File: config.mk
export PLATFORM = sky130hd
export DESIGN_NAME = rx_comb_decimation
export DESIGN_NICKNAME = d
export VERILOG_FILES = /design/src/rtl/rx_comb_decimation.sv
export SDC_FILE = /design/constraint.sdc
export NUM_CORES = 1
export LEC_CHECK = 0
export BUFFER_PORTS_ARGS = -buffer_cell sky130_fd_sc_hd__buf_2
export CAP_MARGIN = 20
export CORE_ASPECT_RATIO = 1.4
export CORE_UTILIZATION = 45
export CTS_BUF_LIST = sky130_fd_sc_hd__clkbuf_8
export DETAILED_ROUTE_END_ITERATION = 8
export PLACE_DENSITY = 0.63
export SYNTH_ARGS = -nofsm -noshare
export SYNTH_HDL_FRONTEND = slang
export SYNTH_SLANG_ARGS = --single-unit
File: constraint.sdc
create_clock -name clk -period 6.3 [get_ports clk]
set_clock_uncertainty 0.15 [all_clocks]
set_input_delay 0.63 -clock clk [delete_from_list [all_inputs] [get_ports clk]]
set_output_delay 0.63 -clock clk [all_outputs]
set_load 0.02 [all_outputs]
File: src/rtl/rx_comb_decimation.sv
// rx_comb_decimation: polyphase FIR decimator (5 phases x 3 taps) with a full-precision output
module rx_comb_decimation #(
  parameter int DECIM = 5,
  parameter int TAPS = 15,
  parameter int IN_W = 11,
  parameter int COEF_W = 11,
  parameter int OUT_W = IN_W + COEF_W + 4,
  parameter logic [TAPS*COEF_W-1:0] COEFFS = {
    11'd8, 11'd24, 11'd56, 11'd120, 11'd200, 11'd280, 11'd336, 11'd352,
    11'd336, 11'd280, 11'd200, 11'd120, 11'd56, 11'd24, 11'd8
  }
) (
  input  logic                    clk,
  input  logic                    rst_n,
  input  logic                    clear,
  input  logic                    in_valid,
  input  logic signed [IN_W-1:0]  in_sample,
  output logic                    out_valid,
  output logic signed [OUT_W-1:0] out_sample,
  output logic [2:0]              phase
);
  localparam int PW = IN_W + COEF_W;
  localparam int PER = TAPS / DECIM;

  logic signed [IN_W-1:0]  hist_q [TAPS];
  logic signed [IN_W-1:0]  hist_d [TAPS];
  logic signed [OUT_W-1:0] part_q [DECIM];
  logic signed [OUT_W-1:0] part_d [DECIM];
  logic signed [OUT_W-1:0] out_q, out_d, sum;
  logic [2:0] phase_q, phase_d;
  logic frame_q, frame_d, part_v_q, part_v_d, out_v_q, out_v_d;
  logic accept, last;

  function automatic logic signed [COEF_W-1:0] coef(input int k);
    return COEFFS[k*COEF_W +: COEF_W];
  endfunction

  // Commutator, delay line, per-branch partial sums and final branch combine
  always_comb begin
    accept = in_valid & ~clear;
    last = phase_q == 3'(DECIM - 1);
    phase_d = clear ? '0 : accept ? (last ? '0 : phase_q + 3'd1) : phase_q;
    frame_d = accept & last;
    part_v_d = frame_q & ~clear;
    out_v_d = part_v_q & ~clear;
    hist_d[0] = clear ? '0 : accept ? in_sample : hist_q[0];
    for (int k = 1; k < TAPS; k++)
      hist_d[k] = clear ? '0 : accept ? hist_q[k-1] : hist_q[k];
    for (int p = 0; p < DECIM; p++) begin
      part_d[p] = '0;
      if (!clear)
        for (int j = 0; j < PER; j++)
          part_d[p] = part_d[p] + OUT_W'(PW'(coef(p + DECIM*j)) * PW'(hist_q[p + DECIM*j]));
    end
    sum = '0;
    for (int p = 0; p < DECIM; p++)
      sum = sum + part_q[p];
    out_d = out_v_d ? sum : out_q;
  end

  // State registers: history, phase, two-stage MAC pipeline and held output
  always_ff @(posedge clk or negedge rst_n) begin
    if (!rst_n) begin
      for (int k = 0; k < TAPS; k++) hist_q[k] <= '0;
      for (int p = 0; p < DECIM; p++) part_q[p] <= '0;
      phase_q <= '0;
      frame_q <= 1'b0;
      part_v_q <= 1'b0;
      out_v_q <= 1'b0;
      out_q <= '0;
    end else begin
      hist_q <= hist_d;
      part_q <= part_d;
      phase_q <= phase_d;
      frame_q <= frame_d;
      part_v_q <= part_v_d;
      out_v_q <= out_v_d;
      out_q <= out_d;
    end
  end

  assign out_valid = out_v_q;
  assign out_sample = out_q;
  assign phase = phase_q;
endmodule

-- Yosys cells after proc, flatten, opt, wreduce, memory -nomap -nowiden
Cells that the tools add are included.
- mux-type cells: 38
- multiply operators: 13
- equality and inequality tests: 1
- add/sub/neg operators: 15
- bitwise operators: 5
- reductions and logical operators: 1
- operator list (cell ; number):
    11-bit 2-to-1 mux ; 30
    26-bit 2-to-1 mux ; 5
    26-bit adder ; 4
    6-bit by 11-bit multiplier with 17-bit output (first input constant) ; 4
    5-bit by 11-bit multiplier with 16-bit output (first input constant) ; 3
    7-bit by 11-bit multiplier with 18-bit output (first input constant) ; 2
    4-bit by 11-bit multiplier with 15-bit output (first input constant) ; 2
    3-bit by 11-bit multiplier with 14-bit output (first input constant) ; 2
    22-bit by 14-bit adder with 23-bit output ; 1
    22-bit by 17-bit adder with 23-bit output ; 1
    22-bit by 18-bit adder with 23-bit output ; 1
    22-bit by 19-bit adder with 23-bit output ; 1
    22-bit by 20-bit adder with 23-bit output ; 1
    14-bit by 21-bit adder with 22-bit output ; 1
    17-bit by 21-bit adder with 22-bit output ; 1
    18-bit by 21-bit adder with 22-bit output ; 1
    19-bit by 21-bit adder with 22-bit output ; 1
    20-bit by 21-bit adder with 22-bit output ; 1
    3-bit 2-to-1 mux ; 3
    1-bit bitwise AND ; 4
    3-bit by 1-bit adder with 3-bit output (second input constant) ; 1
    3-bit == test (second input constant) ; 1
    2-bit nonzero test ; 1
    1-bit NOT ; 1
- register bits: 327
- output and inout port bits: 30
- word-level logic and storage cells: 98

-- Depth between registers and ports, before layout
Gate-level depths: netlist of run 1.
- depth after elaboration: 4
- gate-level depth with buffers: 24
- depth with buffers taken out: 24

-- Worst setup path before layout of run 1
OpenSTA, ideal clock, no wires.
- kind: register -> register
- from: reg hist_q[36] (netlist bit)
- to: reg part_q[99] (netlist bit)
- stages on the path, launching flop included: 23
- required time: 6025 ps
- arrival: 5204 ps
- path buffers: 0
- setup slack: 821 ps
- library setup time: 125 ps
- path through: dfrtp_1 > ha_1 > fa_1 > inv_1 > fa_1 > inv_1 > ha_1 > and3_1 > a21oi_1 > o21ai_0 > o21a_1 > nor4_1 > nor3_1 > xnor2_1 > fa_1 > inv_1 > ha_1 > and3_1 > and3_1 > nand3_1 > nand3b_1 > a311oi_1 > mux2_2
- RTL lines (element ; line ; text):
    start, declared ; 25 ; logic signed [IN_W-1:0] hist_q [TAPS];
    start signal, assigned ; 72 ; hist_q <= hist_d;
    end signal, assigned ; 73 ; part_q <= part_d;
    end, declared ; 27 ; logic signed [OUT_W-1:0] part_q [DECIM];

-- Worst setup path after layout of run 1
- from: reg hist_q[123] (netlist bit)
- to: reg part_q[50] (netlist bit)
- cells in the longest elaborated chain, start to end: 4
- RTL lines (element ; line ; text):
    5-bit by 11-bit multiplier with 16-bit output ; 53 ; part_d[p] = part_d[p] + OUT_W'(PW'(coef(p + DECIM*j)) * PW'(hist_q[p + DECIM*j]));
    19-bit by 21-bit adder with 22-bit output ; 53 ;
    22-bit by 17-bit adder with 23-bit output ; 53 ;
    26-bit 2-to-1 mux ; 51 ; if (!clear)
No other way between the ends.
A chain may end at the register's enable or synchronous reset.

==> results of run 1 <==
layout by cell type, fill, tap and decap left out, types with 21 or more instances in the layout:
cell        n
ha_1      491
mux2i_1   175
nand2_1   110
a21o_1     70
buf_4      40
xor2_1     89
nor2_1    329
nor3_1     60
a21oi_1   174
clkbuf_8   63
nand3_1    45
dfrtp_1   294
nor2b_1    64
and3_1     21
nand2b_1   29
fa_1      270
buf_2      38
o21ai_0   111
xnor2_1   135
inv_1     536
o21a_1     35
cells by family after synthesis:
family          synth area share
xor+xnor                  0.0609
simple gates               0.112
other cells             0.000116
flops                      0.228
mux                       0.0565
fa+ha+maj                  0.359
compound gates             0.114
buf+inv                   0.0702
state kept, by name, summed over array words and instances, names as in the netlist:
name / count
hist_q: 165
part_q: 100
out_sample: 23
phase: 3
frame_q: 1
out_valid: 1
part_v_q: 1
timing repair:
action	CTS	global route
resized for setup	0	4
endpoints found under the setup margin	0	3
hold buffers	1	0
hold endpoints to repair	56	0
how the worst max path moves through the flow:
stage,endpoint,slack [ns],cells past startpoint
after global placement,part_q[50],0.36,23
after global routing,part_q[76],0.06,20
final,part_q[50],0.34,23
after CTS,part_q[50],0.31,23
after detailed placement,part_q[50],0.33,23
after floorplan,part_q[99],0.82,22
power groups by stage:
stage | clock network [mW] | logic [mW] | registers, mW
3_3_place_gp | 0 | 0.385 | 1.98
6_report | 1.83 | 0.391 | 1.95
4_1_cts | 1.86 | 0.391 | 1.95
3_5_place_dp | 0 | 0.388 | 1.98
2_1_floorplan | 0 | 0.251 | 1.97
5_1_grt | 1.94 | 0.434 | 1.95
critical path, stage by stage, from the launching register on:
cell	delay (ns)
dfrtp_1	0.45
ha_1	0.33
xor2_1	0.15
ha_1	0.29
inv_1	0.06
fa_1	0.50
inv_1	0.04
ha_1	0.32
nor2b_1	0.15
o21a_1	0.18
o21ai_0	0.23
a21oi_1	0.17
a41o_1	0.31
o41ai_2	0.27
xor2_1	0.25
fa_1	0.45
ha_1	0.36
nand3_1	0.12
nor2_1	0.07
and3_1	0.19
and3_1	0.19
o211ai_1	0.31
a21oi_1	0.11
a211oi_1	0.23
synthesized netlist by cell type, types with 11 or more instances:
cell type | instances | area, µm²
inv_1 | 526 | 1970
ha_1 | 491 | 6140
nor2_1 | 329 | 1230
dfrtp_1 | 294 | 7360
fa_1 | 270 | 5410
mux2i_1 | 175 | 1750
a21oi_1 | 174 | 871
xnor2_1 | 135 | 1180
o21ai_0 | 112 | 561
nand2_1 | 110 | 413
xor2_1 | 89 | 780
a21o_1 | 70 | 526
nor2b_1 | 64 | 400
nor3_1 | 60 | 300
clkbuf_1 | 46 | 173
nand3_1 | 45 | 225
o21a_1 | 35 | 263
nand2b_1 | 30 | 188
buf_1 | 23 | 86.3
and3_1 | 21 | 131
a31oi_1 | 16 | 100
nor3b_1 | 16 | 120
o211ai_1 | 15 | 113
o21bai_1 | 14 | 105
a211oi_1 | 12 | 90.1
or3_1 | 11 | 68.8
per-layer routing:
metal | GRT usage | up-vias
met2 | 0.457 | 457
met1 | 0.282 | 11700
met4 | 0.114 | 0
li1 | - | 11500
met3 | 0.0244 | 174
met5 | 0 | -
cell type report:
type                    count  area, µm²
clock buffers              63        867
clock inverters            19        145
fillers                  6653      35700
inverters                 526       1970
multi-input cells        2483      22600
flip-flops and latches    294       7360
well taps                 936       1170
repair buffers             86        633
through the flow:
step	power (mW)	instances	utilization	hold slack (ns)	setup WS (ns)
2_1_floorplan	2.22	3376	-	0.184	0.821
3_3_place_gp	2.37	4323	0.478	0.306	0.360
3_5_place_dp	2.37	4323	0.478	0.310	0.326
4_1_cts	4.20	4406	0.492	0.0461	0.311
5_1_grt	4.32	4407	0.493	0.0688	0.0645
6_report	4.16	4407	0.493	0.0788	0.342
==> out/results.txt, run 1 <==
The run finished with clean final reports. The detailed router finished its first iteration with 1243 violations. Buffers added to address setup during post-CTS repair amount to 0. Ratio of final minimum period to clock period: 0.946.

Power density over cell area: 120 nW/µm². Wire segments on met2 add up to 45500 µm in the final route. The largest fanout on the critical path came out at 5. Setup violations remaining at the end of the flow were counted as 0. After detailed placement, the total cell area comes to 33700 µm². The overflow left after global routing was 0. The worst endpoint data arrival time is 6.36 ns, and the sum of net half-perimeters after detailed placement is 71200 µm. The floorplan die height was 319 µm; the routed wire length was 87500 µm. The tools report the required time at the worst-slack endpoint as 6.70 ns. The total of max-cap violations came out at 0. The number of nets in the final layout came out at 4215. In the final routed layout, each cell accounts on average for 19.9 µm. The area of the core is 70500 µm². Using the TritonRoute via totals, the vias-per-cell ratio works out to 5.40. The switching power as a share of total power works out to 0.274.

The kind of capture point of the worst setup path is a flip-flop. The detailed router placed 23800 vias in this run. The logs give 19.6 nW for the static leakage and 24700 for the number of global-route vias before repair. STA classifies the critical path startpoint as a flip-flop. The dominant synthesized flop cell is dfrtp_1. The tools report the number of placed I/O pins as 45. The die covers 72600 µm². The tools report the detailed-router iteration count before antenna repair as 5. Setup repair after global routing left no endpoint under its margin.

Async set-reset flop share out of synthesis: 1.00. The critical path starts at hist_q[123]. The synthesized area per cell came out at 9.54 µm².

In this run the number of H-tree levels came out at 2. After detailed routing, the number of remaining DRC violations is 0. The terminating pin of the worst hold path was hist_q[154]. Detailed routing placed a total of 3050 µm of wire on met3. From left edge to right edge, the die measures 228 µm.

The terminus of the critical flop-to-flop path is part_q[50]. The total negative setup slack is 0 ns, and the quantity of I/O buffers inserted on ports is 41. After layout, the minimum clock period comes to 5.96 ns. For the wire length of the first global-routing pass, the log shows 138000 µm. In this run the critical register-to-register path is launched from hist_q[123].

The number of instances on the worst hold path works out to 3. The worst setup path is of the flip-flop to flip-flop kind. The logs give 0 for the final count of pins violating max slew and 0.65 ns for the clock insertion delay at the later pin of the skew report. The Yosys step of the flow raised 0 warnings. For the pin with the worst max-slew slack, the measured transition is 1.00 ns. After routing the design area is 34800 µm².

The relative contribution of sequential cells to total power was 0.467; the number of clock buffers inserted by TritonCTS was 48. TritonCTS built the clock tree. For this block, wires on met1 add up to 34500 µm. The number of buffers between clock root and the deepest sink was 3; the routability-driven placement congestion ratio was 0.918. The number of cell rows came out at 115. In this run the top signal layer used is met4. The share of layout cells above drive strength 1 is 0.0562, and the relative slew slack is 0.331. Register-to-register setup slack: 0.34 ns. The count of cells along the worst register-to-register path is 23. The power spent charging and discharging nets was 1.14 mW; the combined area of all synthesized cells was 32200 µm². Compared with the post-synthesis result, the final layout area differs by 7.96%. Clock-pin slew was measured on the worst setup and hold paths at 0.07 ns.

The run gives 0 as the number of antenna violations at the first check in global routing. Clock tree synthesis found a total of 294 sinks. The tools report the number of endpoints with negative hold slack in the final report as 0. Part of the Yosys area used for sequential elements: 0.228. The global routing usage summed across all routing layers is 0.246. The min-delay analysis places its worst path in the category input pin to flip-flop. Number of inserted diodes: 0. The clock network fraction of total power was 0.439. The post-synthesis sequential element count works out to 294. Static timing analysis puts the maximum clock frequency at 0.168 GHz.

The cell sitting at the root of the clock tree is a clkbuf_8. The beginning of the worst hold path was in_sample[0]. The effective utilization at floorplan was 0.457. The peak supply drop came out at 0.103 mV. In the synthesized netlist, the number of instances is 3374. The logs give 0.094 for the combinational cell fraction of total power and 0 for the residual antenna-violating net count after detailed routing.

The maximum number of pins on one net before global-route repair is 156, and the internal power component is 3.02 mW. In this run, distinct cell masters in the synthesized netlist total 82. In this run, synthesis inferred 0 flip-flops with an integrated enable.
Note: power is estimated with default switching activity, not from simulation.
==> inputs of run 2 (changes only) <==
Settings changed: RECOVER_POWER from default to 100.
==> run 2 against run 1 <==
Net effect: the run now ends with capacitance limit, slew limit left; final cell count did not move; cell area down 0.40%; highest routed layer unchanged; flip-flop and latch count stayed put; first-iteration DRC count increased by 0.64%.
==> out/results.txt, run 2 (synthesized netlist as in run 1, its figures left out) <==
The overall die width is 228 µm (unchanged), and the clock insertion delay at the later pin of the skew report is 0.65 ns (about the same). The largest fanout on the critical path was 5 (unchanged). The terminating pin of the worst hold path was hist_q[154] (unchanged). For the total negative setup slack, the log shows 0 ns (unchanged).

The area growth from synthesis to layout works out to 7.52% (was 7.96%). The terminus of the critical flop-to-flop path was part_q[21] (was part_q[50]). The finished layout cell area was 34600 µm² (was 34800 µm²).

The run gives 294 (unchanged) as the clock net sink count. The number of buffers between clock root and the deepest sink came out at 3 (unchanged). The area of the core came out at 70500 µm² (unchanged). The tools report the overflow left after global routing as 0 (unchanged).

The tools report the beginning of the worst register-to-register path as hist_q[57] (was hist_q[123]). The run gives 1.13 mW (was 1.14 mW) as the power spent charging and discharging nets. The required time at the worst-slack endpoint was 6.67 ns (was 6.70 ns). The logs give 6.34 ns (was 6.36 ns) for the worst endpoint data arrival time and 0.918 (unchanged) for the routability-driven placement congestion ratio. The buffer and inverter count on the worst path is 2 (unchanged). The peak supply drop was 0.103 mV (about the same); the clock network fraction of total power was 0.437 (was 0.439).

Average via count per standard cell: 5.40 (about the same). The global routing usage summed across all routing layers was 0.246 (unchanged). The critical path class was flip-flop to flip-flop (unchanged). The tools report the CTS H-tree depth as 2 (unchanged). The combinational cell fraction of total power is 0.096 (was 0.094), and the worst-case setup slack after placement is 0.326 ns (unchanged). The run gives 4323 (unchanged) as the placed instance count.

The maximum single-stage delay on the critical path was 0.48 ns (was 0.50 ns). The logs give 0 (unchanged) for the setup-violating endpoint count in the final report and 48 (unchanged) for the number of clock buffers inserted by TritonCTS. Floorplan die height: 319 µm (unchanged). The post-layout worst setup margin came out at 0.331 ns (was 0.342 ns). The number of antenna violations at the first check in global routing is 0 (unchanged), and the static leakage is 19.4 nW (was 19.6 nW). The run gives 1251 (was 1243) as the iteration-0 DRC count of the detailed router. The minimum clock period after layout came out at 5.97 ns (was 5.96 ns). The routed wire length per instance was 19.8 µm (was 19.9 µm); the number of standard cells in the layout, taps in and fillers out was 4407 (unchanged). The number of instances on the worst hold path was 3 (unchanged); the flip-flop count of the largest register after layout was 165 (unchanged). Dominant delay contributor by cell family on the critical path: adder cells (unchanged). The effective utilization at floorplan was 0.457 (unchanged); the total number of vias was 23800 (about the same).

Beginning of the worst hold path: in_sample[0] (unchanged). The CTS root buffer was clkbuf_8 (unchanged). The checks that failed: capacitance limit, slew limit. The logs give -1.77 (was 0.331) for the relative slew slack and 0 (unchanged) for the number of remaining DRC errors. The run gives 0 (unchanged) as the post-CTS setup buffer count.

Leading cell type in the layout, fill and taps excluded: inv_1 (unchanged). The total of max-cap violations was 7 (was 0); the switching power as a share of total power was 0.272 (was 0.274). The register with the most flip-flops is hist_q (unchanged). Critical-path cell list: clkbuf_1 -> ha_1 -> ha_1 -> fa_1 -> a21o_1 -> a21oi_1 -> o21ai_0 -> nor2b_1 -> a21oi_1 -> xor2_1 -> fa_1 -> inv_1 -> ha_1 -> and3_1 -> nand3_1 -> o21bai_1 -> a2111oi_0 -> o21ai_0 -> and3_1 -> nor3_1 (was ha_1 -> xor2_1 -> ha_1 -> inv_1 -> fa_1 -> inv_1 -> ha_1 -> nor2b_1 -> o21a_1 -> o21ai_0 -> a21oi_1 -> a41o_1 -> o41ai_2 -> xor2_1 -> fa_1 -> ha_1 -> nand3_1 -> nor2_1 -> and3_1 -> and3_1 -> o211ai_1 -> a21oi_1 -> a211oi_1). The number of inserted diodes was 0 (unchanged).

The cell with the largest stage delay on the worst path was dfrtp_1 (was fa_1). The kind of capture point of the worst setup path is a flip-flop (unchanged). The achievable frequency was 0.168 GHz (about the same). The logs give 87500 µm (about the same) for the routed wire length and 4.17 mW (was 4.16 mW) for the power after layout. The tools report the final count of pins violating max slew as 533 (was 0). The relative contribution of sequential cells to total power was 0.467 (about the same); the number of placed I/O pins was 45 (unchanged).

TritonCTS built the clock tree. The library cell appearing most often on the critical path is ha_1 (unchanged). For the wire length of the first global-routing pass, the log shows 138000 µm (unchanged). The logs give 33700 µm² (unchanged) for the total placed instance area and 71200 µm (unchanged) for the sum of net half-perimeters after detailed placement. The logs give 115 (unchanged) for the number of cell rows and 0 (unchanged) for the residual antenna-violating net count after detailed routing. The ratio of final minimum period to clock period is 0.948 (was 0.946). Worst min-delay path category: input pin to flip-flop (unchanged). The critical path launch point type is a flip-flop (unchanged). The maximum number of pins on one net before global-route repair came out at 156 (unchanged). The tools report the detailed-router iteration count before antenna repair as 6 (was 5). The CTS clock-pin slew for the worst setup and hold paths was 0.07 ns (about the same); the full die area was 72600 µm² (unchanged). The slew at the pin closest to its max-slew limit is 4.15 ns (was 1.00 ns). Commonest cells after routing, fill and taps aside: inv_1 (536), ha_1 (491), nor2_1 (329) (unchanged). The run gives 3.03 mW (was 3.02 mW) as the internal power component. Setup repair after global routing left no endpoint under its margin. Power density over cell area: 120 nW/µm² (about the same). The share of layout cells above drive strength 1 was 0.0452 (was 0.0562); the number of nets in the final layout was 4215 (unchanged). The tools report the number of global-route vias before repair as 24700 (unchanged). The flow ran to the end, but the final reports show violations. The tools report the number of endpoints with negative hold slack in the final report as 0 (unchanged).

The count of cells along the worst register-to-register path came out at 20 (was 23). Quantity of I/O buffers inserted on ports: 41 (unchanged). For the register-to-register setup slack, the log shows 0.33 ns (was 0.34 ns).
run 2: cell type report:
type	instances	area, µm²
fillers	6692	35900
multi-input cells	2483	22600
flip-flops and latches	294	7360
inverters	526	1970
well taps	936	1170
clock buffers	63	867
repair buffers	86	526
clock inverters	19	145
run 2: worst max-delay path by stage:
stage,startpoint,end,slack (ns),cells after the start
final,hist_q[57],part_q[21],0.33,20
after global routing,hist_q[45],part_q[125],0.04,16
after CTS,hist_q[122],part_q[50],0.31,23
after detailed placement,hist_q[122],part_q[50],0.33,23
after global placement,hist_q[122],part_q[50],0.36,23
after floorplan,hist_q[36],part_q[99],0.82,22
run 2: per-stage QoR:
step                      hold WS (ns)  utilization
final                           0.0832        0.491
after global routing            0.0696        0.491
after detailed placement         0.310        0.478
after CTS                       0.0461        0.492
after global placement           0.306        0.478
after floorplan                  0.184            -
run 2: repair_timing:
action,4_1_cts,5_1_grt
gates resized for setup,0,4
endpoints found under the hold margin,56,0
endpoints found under the setup margin,0,3
hold buffers,1,0
run 2: power by group through the flow:
stage | clock network [mW] | registers [mW] | logic (mW)
detailed placement | 0 | 1.98 | 0.388
floorplan | 0 | 1.97 | 0.251
finish | 1.82 | 1.95 | 0.399
CTS | 1.86 | 1.95 | 0.391
global route | 1.94 | 1.95 | 0.443
global placement | 0 | 1.98 | 0.385
run 2: worst min-delay path, cell delays in order:
cell	delay, ns
buf_2	0.07
mux2i_1	0.05
nor2_1	0.07
run 2: per-layer routing:
metal | vias up | track usage | wire (µm)
met4 | 0 | 0.114 | 4580
li1 | 11500 | - | -
met3 | 185 | 0.0244 | 3140
met1 | 11700 | 0.282 | 34300
met2 | 479 | 0.457 | 45400
met5 | - | 0 | 0
